--- src/rtl/tl_scratch_responder_pkg.sv ---
// Shared TileLink-UL types for the scratchpad responder.
// Opcodes, D-channel bundle, FSM states and the byte-mask helper.
package tl_pkg;

   localparam logic [2:0] A_PUT_FULL = 3'd0;
   localparam logic [2:0] A_PUT_PART = 3'd1;
   localparam logic [2:0] A_ARITH    = 3'd2;
   localparam logic [2:0] A_LOGIC    = 3'd3;
   localparam logic [2:0] A_GET      = 3'd4;
   localparam logic [2:0] A_INTENT   = 3'd5;

   localparam logic [2:0] D_ACK      = 3'd0;
   localparam logic [2:0] D_ACK_DATA = 3'd1;
   localparam logic [2:0] D_HINT_ACK = 3'd2;

   typedef enum logic [1:0] {
      S_IDLE,
      S_READ,
      S_RESP
   } state_e;

   typedef struct packed {
      logic [2:0]  opcode;
      logic [1:0]  param;
      logic [3:0]  size;
      logic [2:0]  source;
      logic        sink;
      logic        denied;
      logic        corrupt;
      logic [63:0] data;
   } d_bundle_t;

   function automatic logic [7:0] byte_mask(
      input logic [3:0] size,
      input logic [2:0] lane
   );
      logic [7:0] m;
      case (size)
         4'd0:    m = 8'h01;
         4'd1:    m = 8'h03;
         4'd2:    m = 8'h0F;
         4'd3:    m = 8'hFF;
         default: m = 8'h00;
      endcase
      return m << lane;
   endfunction

endpackage

--- src/rtl/tl_scratch_responder_if.sv ---
// TileLink-UL A/D channel bundle between a requester and the responder.
// The master drives A and d_ready; the slave drives D and a_ready.
interface tl_scratch_responder_if;

   logic        a_valid;
   logic        a_ready;
   logic [2:0]  a_bits_opcode;
   logic [2:0]  a_bits_param;
   logic [3:0]  a_bits_size;
   logic [2:0]  a_bits_source;
   logic [31:0] a_bits_address;
   logic [63:0] a_bits_data;
   logic        a_bits_corrupt;

   logic        d_valid;
   logic        d_ready;
   logic [2:0]  d_bits_opcode;
   logic [1:0]  d_bits_param;
   logic [3:0]  d_bits_size;
   logic [2:0]  d_bits_source;
   logic        d_bits_sink;
   logic        d_bits_denied;
   logic        d_bits_corrupt;
   logic [63:0] d_bits_data;

   modport master (
      output a_valid, a_bits_opcode, a_bits_param, a_bits_size,
      output a_bits_source, a_bits_address, a_bits_data, a_bits_corrupt,
      output d_ready,
      input  a_ready,
      input  d_valid, d_bits_opcode, d_bits_param, d_bits_size,
      input  d_bits_source, d_bits_sink, d_bits_denied, d_bits_corrupt,
      input  d_bits_data
   );

   modport slave (
      input  a_valid, a_bits_opcode, a_bits_param, a_bits_size,
      input  a_bits_source, a_bits_address, a_bits_data, a_bits_corrupt,
      input  d_ready,
      output a_ready,
      output d_valid, d_bits_opcode, d_bits_param, d_bits_size,
      output d_bits_source, d_bits_sink, d_bits_denied, d_bits_corrupt,
      output d_bits_data
   );

endinterface

--- src/rtl/tl_scratch_responder_ram.sv ---
// Single-port synchronous scratch RAM, 64-bit words, byte write enables.
// Read data appears one cycle after an enabled access.
module scratch_ram_sp #(
   parameter  int DEPTH = 16,
   localparam int AW    = $clog2(DEPTH)
) (
   input  logic          clk_i,
   input  logic          en_i,
   input  logic [7:0]    we_i,
   input  logic [AW-1:0] addr_i,
   input  logic [63:0]   wdata_i,
   output logic [63:0]   rdata_o
);

   logic [63:0] mem_q [DEPTH];
   logic [63:0] rdata_q;

   always_ff @(posedge clk_i) begin
      if (en_i) begin
         for (int b = 0; b < 8; b++) begin
            if (we_i[b]) mem_q[addr_i][8*b +: 8] <= wdata_i[8*b +: 8];
         end
         rdata_q <= mem_q[addr_i];
      end
   end

   assign rdata_o = rdata_q;

endmodule

--- src/rtl/tl_scratch_responder.sv ---
// TileLink-UL manager terminating a bus slot with a single-beat scratchpad.
// One request in flight; the D response is held until d_ready.
module tl_scratch_responder
   import tl_pkg::*;
#(
   parameter logic [31:0] BASE  = 32'h0000_0000,
   parameter int          DEPTH = 16
) (
   input  logic                 clock,
   input  logic                 reset,
   tl_scratch_responder_if.slave bus
);

   localparam int AW = $clog2(DEPTH);

   state_e        state_q, state_d;
   d_bundle_t     d_q, d_d;
   logic          accept;
   logic          aligned;
   logic          in_rng;
   logic          legal;
   logic          ram_en;
   logic [7:0]    ram_we;
   logic [63:0]   ram_rdata;
   logic [AW-1:0] ram_addr;
   logic          unused_param;

   assign unused_param = ^bus.a_bits_param;

   assign bus.a_ready = (state_q == S_IDLE) & ~reset;
   assign accept      = bus.a_valid & bus.a_ready;

   always_comb begin
      aligned = 1'b0;
      case (bus.a_bits_size)
         4'd0:    aligned = 1'b1;
         4'd1:    aligned = ~bus.a_bits_address[0];
         4'd2:    aligned = bus.a_bits_address[1:0] == 2'b0;
         4'd3:    aligned = bus.a_bits_address[2:0] == 3'b0;
         default: aligned = 1'b0;
      endcase
   end

   // BASE is window-aligned, so the upper bits alone decide membership
   assign in_rng   = bus.a_bits_address[31:AW+3] == BASE[31:AW+3];
   assign legal    = aligned & in_rng;
   assign ram_addr = bus.a_bits_address[AW+2:3];

   scratch_ram_sp #(.DEPTH(DEPTH)) u_ram (
      .clk_i   (clock),
      .en_i    (ram_en),
      .we_i    (ram_we),
      .addr_i  (ram_addr),
      .wdata_i (bus.a_bits_data),
      .rdata_o (ram_rdata)
   );

   always_comb begin
      state_d = state_q;
      d_d     = d_q;
      ram_en  = 1'b0;
      ram_we  = 8'h00;
      unique case (state_q)
         S_IDLE: begin
            if (accept) begin
               d_d        = '0;
               d_d.size   = bus.a_bits_size;
               d_d.source = bus.a_bits_source;
               state_d    = S_RESP;
               case (bus.a_bits_opcode)
                  A_GET: begin
                     d_d.opcode = D_ACK_DATA;
                     if (legal) begin
                        ram_en  = 1'b1;
                        state_d = S_READ;
                     end else begin
                        d_d.denied  = 1'b1;
                        d_d.corrupt = 1'b1;
                     end
                  end
                  A_PUT_FULL, A_PUT_PART: begin
                     d_d.opcode = D_ACK;
                     if (legal & ~bus.a_bits_corrupt) begin
                        ram_en = 1'b1;
                        ram_we = byte_mask(bus.a_bits_size,
                                           bus.a_bits_address[2:0]);
                     end else begin
                        d_d.denied = 1'b1;
                     end
                  end
                  A_ARITH, A_LOGIC: begin
                     d_d.opcode  = D_ACK_DATA;
                     d_d.denied  = 1'b1;
                     d_d.corrupt = 1'b1;
                  end
                  A_INTENT: d_d.opcode = D_HINT_ACK;
                  default: begin
                     d_d.opcode = D_ACK;
                     d_d.denied = 1'b1;
                  end
               endcase
            end
         end
         S_READ: begin
            d_d.data = ram_rdata;
            state_d  = S_RESP;
         end
         S_RESP: begin
            if (bus.d_ready) state_d = S_IDLE;
         end
      endcase
   end

   always_ff @(posedge clock) begin
      if (reset) begin
         state_q <= S_IDLE;
         d_q     <= '0;
      end else begin
         state_q <= state_d;
         d_q     <= d_d;
      end
   end

   assign bus.d_valid        = state_q == S_RESP;
   assign bus.d_bits_opcode  = d_q.opcode;
   assign bus.d_bits_param   = d_q.param;
   assign bus.d_bits_size    = d_q.size;
   assign bus.d_bits_source  = d_q.source;
   assign bus.d_bits_sink    = d_q.sink;
   assign bus.d_bits_denied  = d_q.denied;
   assign bus.d_bits_corrupt = d_q.corrupt;
   assign bus.d_bits_data    = d_q.data;

endmodule

--- src/flat_wrapper.sv ---
// flat-port wrapper written by rule: the top's interface ports become plain ports
module tl_scratch_responder_flat import tl_pkg::*;
#(
   parameter logic [31:0] BASE  = 32'h0000_0000,
   parameter int          DEPTH = 16
)
  (clock, reset, bus_a_valid, bus_a_bits_opcode, bus_a_bits_param, bus_a_bits_size, bus_a_bits_source, bus_a_bits_address, bus_a_bits_data, bus_a_bits_corrupt, bus_d_ready, bus_a_ready, bus_d_valid, bus_d_bits_opcode, bus_d_bits_param, bus_d_bits_size, bus_d_bits_source, bus_d_bits_sink, bus_d_bits_denied, bus_d_bits_corrupt, bus_d_bits_data);
  tl_scratch_responder_if bus_i ();
  input  logic clock;
  input  logic reset;
  input wire logic [$bits(bus_i.a_valid)-1:0] bus_a_valid;
  input wire logic [$bits(bus_i.a_bits_opcode)-1:0] bus_a_bits_opcode;
  input wire logic [$bits(bus_i.a_bits_param)-1:0] bus_a_bits_param;
  input wire logic [$bits(bus_i.a_bits_size)-1:0] bus_a_bits_size;
  input wire logic [$bits(bus_i.a_bits_source)-1:0] bus_a_bits_source;
  input wire logic [$bits(bus_i.a_bits_address)-1:0] bus_a_bits_address;
  input wire logic [$bits(bus_i.a_bits_data)-1:0] bus_a_bits_data;
  input wire logic [$bits(bus_i.a_bits_corrupt)-1:0] bus_a_bits_corrupt;
  input wire logic [$bits(bus_i.d_ready)-1:0] bus_d_ready;
  output wire logic [$bits(bus_i.a_ready)-1:0] bus_a_ready;
  output wire logic [$bits(bus_i.d_valid)-1:0] bus_d_valid;
  output wire logic [$bits(bus_i.d_bits_opcode)-1:0] bus_d_bits_opcode;
  output wire logic [$bits(bus_i.d_bits_param)-1:0] bus_d_bits_param;
  output wire logic [$bits(bus_i.d_bits_size)-1:0] bus_d_bits_size;
  output wire logic [$bits(bus_i.d_bits_source)-1:0] bus_d_bits_source;
  output wire logic [$bits(bus_i.d_bits_sink)-1:0] bus_d_bits_sink;
  output wire logic [$bits(bus_i.d_bits_denied)-1:0] bus_d_bits_denied;
  output wire logic [$bits(bus_i.d_bits_corrupt)-1:0] bus_d_bits_corrupt;
  output wire logic [$bits(bus_i.d_bits_data)-1:0] bus_d_bits_data;
  assign bus_i.a_valid = bus_a_valid;
  assign bus_i.a_bits_opcode = bus_a_bits_opcode;
  assign bus_i.a_bits_param = bus_a_bits_param;
  assign bus_i.a_bits_size = bus_a_bits_size;
  assign bus_i.a_bits_source = bus_a_bits_source;
  assign bus_i.a_bits_address = bus_a_bits_address;
  assign bus_i.a_bits_data = bus_a_bits_data;
  assign bus_i.a_bits_corrupt = bus_a_bits_corrupt;
  assign bus_i.d_ready = bus_d_ready;
  assign bus_a_ready = bus_i.a_ready;
  assign bus_d_valid = bus_i.d_valid;
  assign bus_d_bits_opcode = bus_i.d_bits_opcode;
  assign bus_d_bits_param = bus_i.d_bits_param;
  assign bus_d_bits_size = bus_i.d_bits_size;
  assign bus_d_bits_source = bus_i.d_bits_source;
  assign bus_d_bits_sink = bus_i.d_bits_sink;
  assign bus_d_bits_denied = bus_i.d_bits_denied;
  assign bus_d_bits_corrupt = bus_i.d_bits_corrupt;
  assign bus_d_bits_data = bus_i.d_bits_data;
  tl_scratch_responder #(.BASE(BASE), .DEPTH(DEPTH)) u_core (.clock(clock), .reset(reset), .bus(bus_i));
endmodule
--- config.mk ---
export PLATFORM = sky130hd
export DESIGN_NAME = tl_scratch_responder_flat
export DESIGN_NICKNAME = d
export VERILOG_FILES = /design/src/rtl/tl_scratch_responder_pkg.sv /design/src/rtl/tl_scratch_responder_if.sv /design/src/rtl/tl_scratch_responder_ram.sv /design/src/rtl/tl_scratch_responder.sv /design/src/flat_wrapper.sv
export SDC_FILE = /design/constraint.sdc
export NUM_CORES = 1
export LEC_CHECK = 0
export ABC_CLOCK_PERIOD_IN_PS = 4470
export CORE_MARGIN = 1
export CORE_UTILIZATION = 30
export CTS_CLUSTER_DIAMETER = 40
export DETAILED_ROUTE_END_ITERATION = 7
export GPL_TIMING_DRIVEN = 0
export SYNTH_ARGS = -nofsm -noshare
export SYNTH_HDL_FRONTEND = slang
export SYNTH_HIERARCHICAL = 1
export SYNTH_SLANG_ARGS = --single-unit
--- constraint.sdc ---
create_clock -name clock -period 4.47 [get_ports clock]
set_clock_uncertainty 0.05 [all_clocks]
set_input_delay 0.894 -clock clock [delete_from_list [all_inputs] [get_ports clock]]
set_output_delay 0.894 -clock clock [all_outputs]
set_load 0.05 [all_outputs]
# After elaboration in Yosys (flattened, before gate mapping)
# Memory sizes are Yosys's and may differ from the RTL's. A register that Yosys moved wholly into a read port is not among the register bits.
# Cells that the tools add are included.
dict set report classes {
  bitwise_logic 7
  reduce_logical 13
  eq_ne 12
  n_mux 51
  shift 1
}
# cell count
set op_table {}
lappend op_table {{64-bit case mux with 2 select lines} 1}
lappend op_table {{64-bit 2-to-1 mux} 1}
lappend op_table {{8-bit 2-to-1 mux} 8}
lappend op_table {{8-bit case mux with 4 select lines} 1}
lappend op_table {{1-bit 2-to-1 mux} 29}
lappend op_table {{25-bit logical NOT} 1}
lappend op_table {{2-bit 2-to-1 mux} 5}
lappend op_table {{4-bit by 2-bit == test with 1-bit output, second input constant} 2}
lappend op_table {{8-bit by 3-bit << shifter with 8-bit output} 1}
lappend op_table {{3-bit by 2-bit == test with 1-bit output, second input constant} 2}
lappend op_table {{3-bit == test, second input constant} 2}
lappend op_table {{3-bit logical NOT} 2}
lappend op_table {{2-bit case mux with 3 select lines} 1}
lappend op_table {{2-bit AND reduction} 3}
lappend op_table {{1-bit bitwise AND} 4}
lappend op_table {{4-bit by 1-bit == test with 1-bit output, second input constant} 1}
lappend op_table {{2-bit logical NOT} 2}
lappend op_table {{4-bit logical NOT} 1}
lappend op_table {{1-bit case mux with 2 select lines} 2}
lappend op_table {{1-bit case mux with 4 select lines} 1}
lappend op_table {{2-bit case mux with 2 select lines} 1}
lappend op_table {{2-bit OR reduction} 2}
lappend op_table {{3-bit by 1-bit == test with 1-bit output, second input constant} 1}
lappend op_table {{1-bit NOT} 3}
lappend op_table {{7 further kinds} 7}
dict set report word_totals {
  register_bits 77
  out_inout_bits 81
  mem_bits_rw 1024
  input_bits 114
  word_cells 92
  mem_count 1
}
# memory words word_bits rd rd_clocked_by_memory_dff write_ports line
set memory_table {}
lappend memory_table {u_core.u_ram.mem_q 16 64 1 1 1 tl_scratch_responder_ram.sv:15} ;# logic [63:0] mem_q [DEPTH];

# Depth between registers and ports, before layout
# Gate-level depths: netlist (run 1).
dict set report logic_depth {
  word_depth 16
  ltp_mapped 9
  depth_no_buf 8
}

# Modules after synthesis
# Netlist (run 1), hierarchy kept.
# mod seq_area_each_um2 area_each_um2 cells_each instances
set modules_own_cells {}
lappend modules_own_cells {scratch_ram_sp 32671.3 40706.5 1793 1}
lappend modules_own_cells {tl_scratch_responder 1541.5 3054.2 340 1}

# Least setup slack after synthesis (run 1)
# No wires, ideal clock.
dict set report synth_path {
  path_kind {input to register}
  start {in bus_a_bits_size[2]}
  end {mem u_core.u_ram.mem_q[7][10], enable pin}
  setup_ps 370
  stages 8
  required_ps 4050
  path_buffers 2
  arrival_ps 4336
  path_slack_ps -286
  cell_sequence {o41ai_1 -> o21a_1 -> and3_1 -> and3_1 -> clkbuf_1 -> nand2_1 -> clkbuf_1 -> nor2_1}
}
dict set report synth_via {
  word_cells_on_any_way 25
  classes_between {3 x eq/ne; 1 x shift; 18 x mux; 2 x bitwise; 1 x reduce/logical}
}
# element line
set synth_rtl {}
lappend synth_rtl {{start, declared} flat_wrapper.sv:14} ;# input wire logic [$bits(bus_i.a_bits_size)-1:0] bus_a_bits_size;
lappend synth_rtl {{4-bit by 2-bit == test with 1-bit output (tied with other cells)} tl_scratch_responder.sv:35} ;# case (bus.a_bits_size)
lappend synth_rtl {{1-bit case mux with 4 select lines (*)} tl_scratch_responder.sv:35}
lappend synth_rtl {{1-bit bitwise AND (*)} tl_scratch_responder.sv:46} ;# assign legal = aligned & in_rng;
lappend synth_rtl {{1-bit bitwise AND} tl_scratch_responder.sv:83} ;# if (legal & ~bus.a_bits_corrupt) begin
lappend synth_rtl {{1-bit 2-to-1 mux} tl_scratch_responder.sv:83}
lappend synth_rtl {{1-bit case mux with 2 select lines (*)} tl_scratch_responder.sv:70} ;# case (bus.a_bits_opcode)
lappend synth_rtl {{1-bit 2-to-1 mux (*)} tl_scratch_responder.sv:65} ;# if (accept) begin
lappend synth_rtl {{1-bit 2-to-1 mux (*)} tl_scratch_responder.sv:63} ;# unique case (state_q)
lappend synth_rtl {{via u_core.ram_en} tl_scratch_responder.sv:22} ;# logic ram_en;
lappend synth_rtl {{1-bit 2-to-1 mux (*)} tl_scratch_responder_ram.sv:19} ;# if (en_i) begin
lappend synth_rtl {{1-bit 2-to-1 mux (not written as such) (*)} tl_scratch_responder_ram.sv:21} ;# if (we_i[b]) mem_q[addr_i][8*b +: 8] <= wdata_i[8*b +: 8];
lappend synth_rtl {{end, declared} tl_scratch_responder_ram.sv:15}
# The timed path passes the listed nets; every way through them passes the cells marked *. The select of a mux whose other input is x is not followed.

# Final worst setup path (run 1)
dict set report layout_path {
  start {in bus_a_bits_address[6]}
  end {mem u_core.u_ram.mem_q[3][62], enable pin}
}
# element line
set layout_rtl {}
lappend layout_rtl {{start, declared} flat_wrapper.sv:16} ;# input wire logic [$bits(bus_i.a_bits_address)-1:0] bus_a_bits_address;
# No word-level cell before the write port.

==> impl_metrics.yaml, run 1 <==
worst_setup_path:
  reg2reg_slack_ns: 0.58
  crit_chain: "clkdlybuf4s50_1 > nor2_1 > clkbuf_1 > nand3_1 > nor2_1"
  cp_common_cell: "nor2_1"
  reg2reg_depth: 9
  endpoint: "u_core/u_ram/mem_q[3][62]$_DFFE_PP_"
  worst_path_largest_cell_delay_ns: 1.04
  cp.required_ns: 4.76
  cpMaxStageDelayCell: "nor2_1"
  crit_path_start: "bus_a_bits_address[6]"
  critical_path_class: "primary input to flop"
  cp.arrival_ns: 4.87
  cp-end-kind: "flop"
  r2r_start: "u_core/state_q[0]$_SDFFE_PP0P_"
  critPathMaxFanout: 10
  start_kind: "primary input"
  r2r_end: "u_core/u_ram/mem_q[6][60]$_DFFE_PP_"
outcome:
  outcome: "finished, violations left"
  violations: "setup timing"
sta:
  worstMarginPinSlew_ns: 1.39
  finalCritPeriodShare_pct: 103
  slew_violations: 0
  slew_headroom_pct: 7.08
  worst_slack_ns: -0.114
  fin_tns_setup_ns: -3.72
  whs_ns: 0.403
  finalCriticalPeriod_ns: 4.58
  clock.fmax_ghz: 0.218
  setup_viol: 74
  rsz0062_at_grt: "yes"
  report.final.hold_viol_count: 0
logic_synthesis:
  post-synth-top-count-cell: "edfxtp_1"
  synth_top_family_by_area: "multiplexers"
  synth_top_area_share_pct: 74.7
  yosys.area_share.adder_pct: 0.0858
  synth_xor_area_share_pct: 0
  synth_top_area_cell: "edfxtp_1"
  synth_area_leaders: "edfxtp_1, mux4_2, dfxtp_1, a22oi_1, nor2_1"
  synth_seq_cells: 1165
  synth_edf_count: 1088
  syn_area_per_cell_um2: 20.5
  synth-simple-area-share_pct: 3.34
  yosysWarnings: 6
  synthTopCellsByCount: "edfxtp_1, mux4_2, nor2_1"
  synth-main-ff-cell: "edfxtp_1"
  synthMuxAreaShare_pct: 13.2
  ys_async_sr_fraction_pct: 0
  syn_inst: 2133
  syn-cell-area_um2: 43800
  ys_seq_area_share_pct: 78.2
  synth_compound_area_share_pct: 3.78
  ys_types: 45
cts:
  clock-sinks: 1165
  h-tree-depth: 3
  clk-insertion-delay-late_ns: 0.73
  cts-root-buf: "clkbuf_16"
  cts.clk_slew.worst_paths_ns: 0.06
  cts_setup_buffers: 0
  numCtsBuffers: 120
  clock_path_buffers: 3
  cts_tree: "built"
  hold_buffers: 0
floorplanning:
  initial_utilization_pct: 30.4
  io_pins: 195
  die-area_um2: 147000
  row_count: 139
  core_region_area_um2: 144000
  die_h_um: 384
  dieWidth_um: 384
final_layout:
  nFillCells: 13100
  stdcell_area_um2: 52400
  layout-drive-gt1-share_pct: 22.8
  final_cells: 4459
  layout.nets: 2561
  area_growth_pct: 19.8
  utilization_pct: 36.4
global_route:
  grt-ovfl-total: 0
  grt_pass1_wl_mm: 151
  grt_max_degree: 39
  antenna_found_initial: 17
  grt_pass1_vias: 22200
  grtUsageTotal_pct: 14.1
drt:
  vias: 21500
  drt-total-wl_mm: 106
  drtAntennaViolNets: 0
  via_per_inst: 4.82
  drtIter0Drc: 1762
  drt-pass1-iter-count: 7
  drc: 0
  drt-wirelength-per-cell_um: 23.7
power:
  peakVddDrop_mv: 0.299
  power_density_nw_per_um2: 441
  power_mw: 23.1
  p_leak_nw: 16.1
placed_design:
  dp.final_hpwl_mm: 72.5
  dp.cells: 4225
  place_area_um2: 48000
  dp_slack_ns: -0.982
  io_buffers: 185
  gp_congestion: 0.757
flow_run:
  drv_cap: 0
hold_path:
  min_path_type: "flop to flop"
==> critical path: cells and delay by family <==
family,cells,cell delay [ns]
buffers and inverters,2,1.11
AND/OR/NAND/NOR,3,2.86
==> routing by layer <==
metal / vias up / wire length, µm / part of all wire [%] / track usage [%]
met1: 11200 / 43100 / 41 / 17.9
met4: 20 / 2660 / 2.5 / 5.03
li1: 9428 / - / - / -
met5: - / 137 / 0.13 / 0
met3: 164 / 7740 / 7.3 / 3.62
met2: 684 / 52100 / 49 / 23.4
==> where the power goes <==
part           internal (mW)  total [mW]  leakage [nW]  switching (mW)
sequential              11.9        11.9          10.4         0.00617
combinational          0.401        1.05          3.68           0.651
clock                   5.84        10.1          1.97            4.30
==> cell usage in the layout, fill, tap and decap left out, types with 12 or more instances in the layout <==
master           Yosys  layout
clkinv_2             0      21
clkbuf_16            0     121
edfxtp_1          1088    1088
a22oi_1            192     192
dfxtp_1             77      77
buf_2               38      40
bufinv_16            0      12
clkinvlp_4           0      12
nand2_1            101     101
nor2_1             200     138
clkdlybuf4s50_1      0     185
nor2_2               0      41
nor2_4               0      21
mux4_2             256     256
clkbuf_1            76      93
nand3_1             13      13
==> cell type report <==
cell class,instances,area [µm²],area share [%]
Sequential cell,1165,34200,65.3
Multi-Input combinational cell,837,9220,17.6
Clock buffer,148,3180,6.06
Tap cell,1903,2380,4.54
Timing Repair Buffer,186,1880,3.58
Clock inverter,79,910,1.74
Buffer,128,604,1.15
Inverter,6,22.5,0.0430
Antenna cell,7,17.5,0.0334
==> cells by family (layout without fill, tap and decap cells) <==
family | Yosys count | count (layout)
buffers and inverters | 135 | 547
multiplexers | 256 | 256
AO/OA/AOI/OAI | 222 | 222
adder cells (fa/ha/maj) | 3 | 3
flip-flops | 1165 | 1165
other | 1 | 11
AND/OR/NAND/NOR | 351 | 352
==> state kept, by name, indices dropped and copies added, names as in the netlist <==
name,cells
u_core/u_ram/mem_q,1024
u_core/bus.d_bits_data,64
u_core/u_ram/rdata_o,64
u_core/bus.d_bits_size,4
u_core/bus.d_bits_source,3
u_core/bus.d_bits_opcode,2
u_core/state_q,2
u_core/bus.d_bits_corrupt,1
u_core/bus.d_bits_denied,1
==> repair_timing <==
item,CTS,global route
resized for setup,7,87
gates cloned,0,1
setup endpoints to repair,101,659
pin swaps,0,1
==> how the worst min path moves through the flow <==
stage	startpoint	endpoint	cells after the start
final	u_core/bus.d_bits_size[2]$_SDFFE_PP0P_	u_core/bus.d_bits_size[2]$_SDFFE_PP0P_	2
after global routing	u_core/bus.d_bits_source[1]$_SDFFE_PP0P_	u_core/bus.d_bits_source[1]$_SDFFE_PP0P_	2
after CTS	u_core/u_ram/rdata_o[16]$_DFFE_PP_	u_core/bus.d_bits_data[16]$_SDFFE_PP0P_	2
after detailed placement	u_core/bus.d_bits_size[2]$_SDFFE_PP0P_	u_core/bus.d_bits_size[2]$_SDFFE_PP0P_	2
after global placement	u_core/bus.d_bits_size[2]$_SDFFE_PP0P_	u_core/bus.d_bits_size[2]$_SDFFE_PP0P_	2
after floorplan	u_core/state_q[0]$_SDFFE_PP0P_	u_core/state_q[0]$_SDFFE_PP0P_	2
No activity file was read; power rests on OpenSTA's default activity.
==> inputs of run 2 (changes only) <==
SKIP_LAST_GASP = 1   (was default)
==> impl_metrics.yaml, run 2 (synthesis results as in run 1) <==
placed_design:
  place_area_um2: 48000
  io_buffers: 185
  gp_congestion: 0.757
  dp.final_hpwl_mm: 72.5
floorplanning:
  dieWidth_um: 384
  initial_utilization_pct: 30.4
  row_count: 139
  die_h_um: 384
  io_pins: 195
  die-area_um2: 147000
  core_region_area_um2: 144000
sta:
  rsz0062_at_grt: "yes"
  setup_viol: 40
  slew_violations: 0
  report.final.hold_viol_count: 0
  finalCritPeriodShare_pct: 102
  clock.fmax_ghz: 0.220
  finalCriticalPeriod_ns: 4.54
  worst_slack_ns: -0.0715
  slew_headroom_pct: 12.1
  worstMarginPinSlew_ns: 1.32
cts:
  clock-sinks: 1165
  clock_path_buffers: 3
  clk-insertion-delay-late_ns: 0.73
  h-tree-depth: 3
  cts-root-buf: "clkbuf_16"
  hold_buffers: 0
  cts_tree: "built"
  cts.clk_slew.worst_paths_ns: 0.06
  numCtsBuffers: 120
  cts_setup_buffers: 0
drt:
  drtIter0Drc: 1834
  drc: 0
  vias: 21500
  drt-pass1-iter-count: 5
  drt-wirelength-per-cell_um: 23.7
  drt-total-wl_mm: 106
  via_per_inst: 4.82
  drtAntennaViolNets: 0
power:
  internal-power_mw: 18.2
  p_leak_nw: 16.1
  power_density_nw_per_um2: 441
  p_switching_mw: 4.95
  power_mw: 23.1
  seq_power_share_pct: 51.6
  peakVddDrop_mv: 0.300
  combinationalPowerShare_pct: 4.5
  clock_power_share_pct: 43.8
  switching_share_pct: 21.4
final_layout:
  regMostFlops: "u_core/u_ram/mem_q"
  layout-drive-gt1-share_pct: 22.8
  area_growth_pct: 19.8
  layout.nets: 2561
  nFillCells: 13100
  register_area_um2: 34200
  multi_input_area_um2: 9210
  mostFrequentLayoutCells: "edfxtp_1, mux4_2, a22oi_1, clkdlybuf4s50_1, nor2_1"
  layout_commonest_cell: "edfxtp_1"
  largest_reg_flops: 1024
  stdcell_area_um2: 52400
worst_setup_path:
  critPathMaxFanout: 10
  critical_path_class: "primary input to flop"
  cp_common_cell: "nor2_1"
  worst_path_largest_cell_delay_ns: 1.04
  cp.required_ns: 4.76
  crit_chain: "clkdlybuf4s50_1 > nor2_1 > clkbuf_1 > nand3_1 > nor2_1"
  cpMaxStageDelayCell: "nor2_1"
  start_kind: "primary input"
  cp-end-kind: "flop"
  cp.arrival_ns: 4.83
global_route:
  grt_pass1_wl_mm: 151
  antenna_found_initial: 17
  grt_max_degree: 39
  grt-ovfl-total: 0
  grt_pass1_vias: 22200
  grtUsageTotal_pct: 14.1
outcome:
  violations: "setup timing"
  outcome: "finished, violations left"
flow_run:
  drv_cap: 0
hold_path:
  min_path_type: "flop to flop"
==> run 2: cell count changes in the layout (fill, tap and decap cells not counted) <==
cell      delta
clkbuf_2     +1
buf_2        -1
nor2_2       +1
nor2_4       -1
==> run 2: path summary, 6_finish.rpt <==
| check | end | startpoint | cells past startpoint | slack [ns] |
|---|---|---|---|---|
| max | u_core/u_ram/mem_q[3][56]$_DFFE_PP_ | bus_a_bits_address[6] | 5 | -0.07 |
| min reg2reg | u_core/bus.d_bits_size[2]$_SDFFE_PP0P_ | u_core/bus.d_bits_size[2]$_SDFFE_PP0P_ | 2 | 0.40 |
| min | u_core/bus.d_bits_size[2]$_SDFFE_PP0P_ | u_core/bus.d_bits_size[2]$_SDFFE_PP0P_ | 2 | 0.40 |
| max reg2reg | u_core/u_ram/mem_q[6][60]$_DFFE_PP_ | u_core/state_q[0]$_SDFFE_PP0P_ | 9 | 0.59 |
==> run 2: stage by stage <==
stage | std cells | setup slack [ns] | util, % | TNS, ns | hold WS, ns
floorplan | 2136 | 0.406 | - | 0 | 0.413
global placement | 4224 | -2.00 | 33.3 | -1645.69 | 0.393
detailed placement | 4225 | -0.982 | 33.3 | -594.70 | 0.398
CTS | 4451 | -0.223 | 36.2 | -9.01 | 0.401
global route | 4455 | -0.201 | 36.4 | -35.90 | 0.424
finish | 4459 | -0.0715 | 36.4 | -1.48 | 0.404
==> run 2: critical path, delay by kind of cell <==
family | cells | cell delay [ns]
buf+inv | 2 | 1.08
simple gates | 3 | 2.84
==> run 2: layout make-up <==
type	instances	share of cell area (%)
clock inverter	79	1.74
timing repair buffer	186	3.59
multi-input combinational	837	17.6
buffer	128	1.15
inverter	6	0.0430
sequential	1165	65.3
antenna	7	0.0334
clock buffer	148	6.07
tap	1903	4.54
==> run 2: per-layer routing <==
| layer | GRT usage [%] | vias to the layer above | part of all wire, % |
|---|---|---|---|
| met5 | 0 | - | 0.13 |
| met4 | 5.03 | 20 | 2.6 |
| met3 | 3.62 | 170 | 7.4 |
| met2 | 23.4 | 686 | 49 |
| met1 | 17.9 | 11200 | 41 |
| li1 | - | 9421 | - |
==> run 2: power by group through the flow <==
stage / Clock [mW] / Combinational (mW) / Sequential [mW]
finish: 10.1 / 1.05 / 11.9
global placement: 0 / 1.04 / 12.2
detailed placement: 0 / 1.06 / 12.2
global route: 10.8 / 1.13 / 11.9
CTS: 10.4 / 1.06 / 11.9
floorplan: 0 / 0.528 / 12.2
==> run 2: timing repair <==
action | CTS | global route
gates resized for setup | 7 | 85
setup endpoints to repair | 101 | 659
cloned | 0 | 1
pin swaps | 0 | 1
==> inputs of run 3 (changes only) <==
--- a/constraint.sdc
+++ b/constraint.sdc
@@ -3,3 +3,3 @@
 set_input_delay 0.894 -clock clock [delete_from_list [all_inputs] [get_ports clock]]
 set_output_delay 0.894 -clock clock [all_outputs]
-set_load 0.05 [all_outputs]
+set_load 0.1 [all_outputs]
==> impl_metrics.yaml, run 3 (synthesis results as in run 1) <==
cts:
  cts_tree: "built"
  clock-sinks: 1165
  numCtsBuffers: 120
  clk-insertion-delay-late_ns: 0.73
  cts_setup_buffers: 0
  cts.clk_slew.worst_paths_ns: 0.06
  cts-root-buf: "clkbuf_16"
  clock_path_buffers: 3
  h-tree-depth: 3
  hold_buffers: 0
drt:
  vias: 21500
  wirelength_met1_mm: 43.0
  drt-wirelength-per-cell_um: 23.7
  met2_length_mm: 51.8
  highest_layer: "met5"
  drtIter0Drc: 1805
  drt-total-wl_mm: 106
  drt-pass1-iter-count: 5
  wl_met3_mm: 7.92
  drtAntennaViolNets: 0
  drc: 0
  via_per_inst: 4.82
worst_setup_path:
  cp.arrival_ns: 4.84
  critPathMaxFanout: 10
  critical_path_class: "primary input to flop"
  cp-end-kind: "flop"
  cp.required_ns: 4.77
  start_kind: "primary input"
sta:
  finalCritPeriodShare_pct: 102
  finalCriticalPeriod_ns: 4.54
  fin_tns_setup_ns: -1.10
  clock.fmax_ghz: 0.220
  slew_violations: 0
  worstMarginPinSlew_ns: 1.31
  slew_headroom_pct: 12.9
  setup_viol: 48
  worst_slack_ns: -0.0683
  report.final.hold_viol_count: 0
  rsz0062_at_grt: "yes"
outcome:
  violations: "setup timing"
  outcome: "finished, violations left"
global_route:
  grt_pass1_vias: 22200
  grt_max_degree: 39
  grt-ovfl-total: 0
  grtUsageTotal_pct: 14.1
  grt_pass1_wl_mm: 151
  antenna_found_initial: 18
placed_design:
  io_buffers: 185
  dp_slack_ns: -1.02
  gp_congestion: 0.757
  dp.final_hpwl_mm: 72.5
power:
  p_leak_nw: 16.1
  peakVddDrop_mv: 0.298
  power_density_nw_per_um2: 442
  power_mw: 23.2
final_layout:
  layout.nets: 2561
  area_growth_pct: 19.8
  nFillCells: 13100
  largest_reg_flops: 1024
  layout-drive-gt1-share_pct: 22.8
  regMostFlops: "u_core/u_ram/mem_q"
  layout_commonest_cell: "edfxtp_1"
  register_area_um2: 34200
  multi_input_area_um2: 9210
  mostFrequentLayoutCells: "edfxtp_1, mux4_2, a22oi_1, clkdlybuf4s50_1, nor2_1"
floorplanning:
  io_pins: 195
  die-area_um2: 147000
  core_region_area_um2: 144000
  dieWidth_um: 384
  initial_utilization_pct: 30.4
  row_count: 139
  die_h_um: 384
flow_run:
  drv_cap: 0
hold_path:
  min_path_type: "flop to flop"
[run 3: worst max-delay path: stages]
cell,delay (ns)
clkdlybuf4s50_1,0.55
nor2b_1,0.15
clkbuf_1,0.58
clkbuf_1,0.65
nand3_1,1.01
nor2_1,0.99
[run 3: final timing paths]
| path | startpoint | endpoint | slack [ns] | cells past startpoint |
|---|---|---|---|---|
| min reg2reg | u_core/bus.d_bits_size[2]$_SDFFE_PP0P_ | u_core/bus.d_bits_size[2]$_SDFFE_PP0P_ | 0.40 | 2 |
| max | bus_a_bits_address[6] | u_core/u_ram/mem_q[11][61]$_DFFE_PP_ | -0.07 | 6 |
| max reg2reg | u_core/state_q[0]$_SDFFE_PP0P_ | u_core/u_ram/mem_q[6][60]$_DFFE_PP_ | 0.60 | 9 |
| min | u_core/bus.d_bits_size[2]$_SDFFE_PP0P_ | u_core/bus.d_bits_size[2]$_SDFFE_PP0P_ | 0.40 | 2 |
[run 3: repair_timing]
action | CTS | global route
gates resized for setup | 8 | 87
pin swaps | 0 | 1
cloned | 0 | 1
endpoints found under the setup margin | 101 | 660
[run 3: where the power goes]
| part | switching [mW] | leakage (nW) | internal [mW] | total [mW] |
|---|---|---|---|---|
| sequential | 0.00617 | 10.4 | 11.9 | 11.9 |
| clock | 4.30 | 1.97 | 5.84 | 10.1 |
| combinational | 0.705 | 3.68 | 0.400 | 1.11 |
| total | 5.01 | 16.1 | 18.2 | 23.2 |
[run 3: per-layer routing]
metal | vias to the layer above | global-route usage, %
li1 | 9428 | -
met3 | 175 | 3.62
met2 | 664 | 23.4
met4 | 20 | 5.03
met5 | - | 0
met1 | 11200 | 17.9
[run 3: cell type report]
type,instances,area share [%]
inverters,6,0.0430
diodes,6,0.0286
clock inverters,79,1.74
plain buffers,128,1.15
repair buffers,186,3.58
clock buffers,148,6.07
multi-input cells,837,17.6
flip-flops and latches,1165,65.3
well taps,1903,4.54
[run 3: per-stage QoR]
step / util (%) / hold WS (ns) / cell area (µm²) / std cells
after floorplan: - / 0.413 / 43800 / 2136
after global placement: 33.3 / 0.393 / 48000 / 4224
after detailed placement: 33.3 / 0.398 / 48000 / 4225
after CTS: 36.2 / 0.401 / 52100 / 4452
after global routing: 36.3 / 0.424 / 52400 / 4455
final: 36.4 / 0.403 / 52400 / 4458
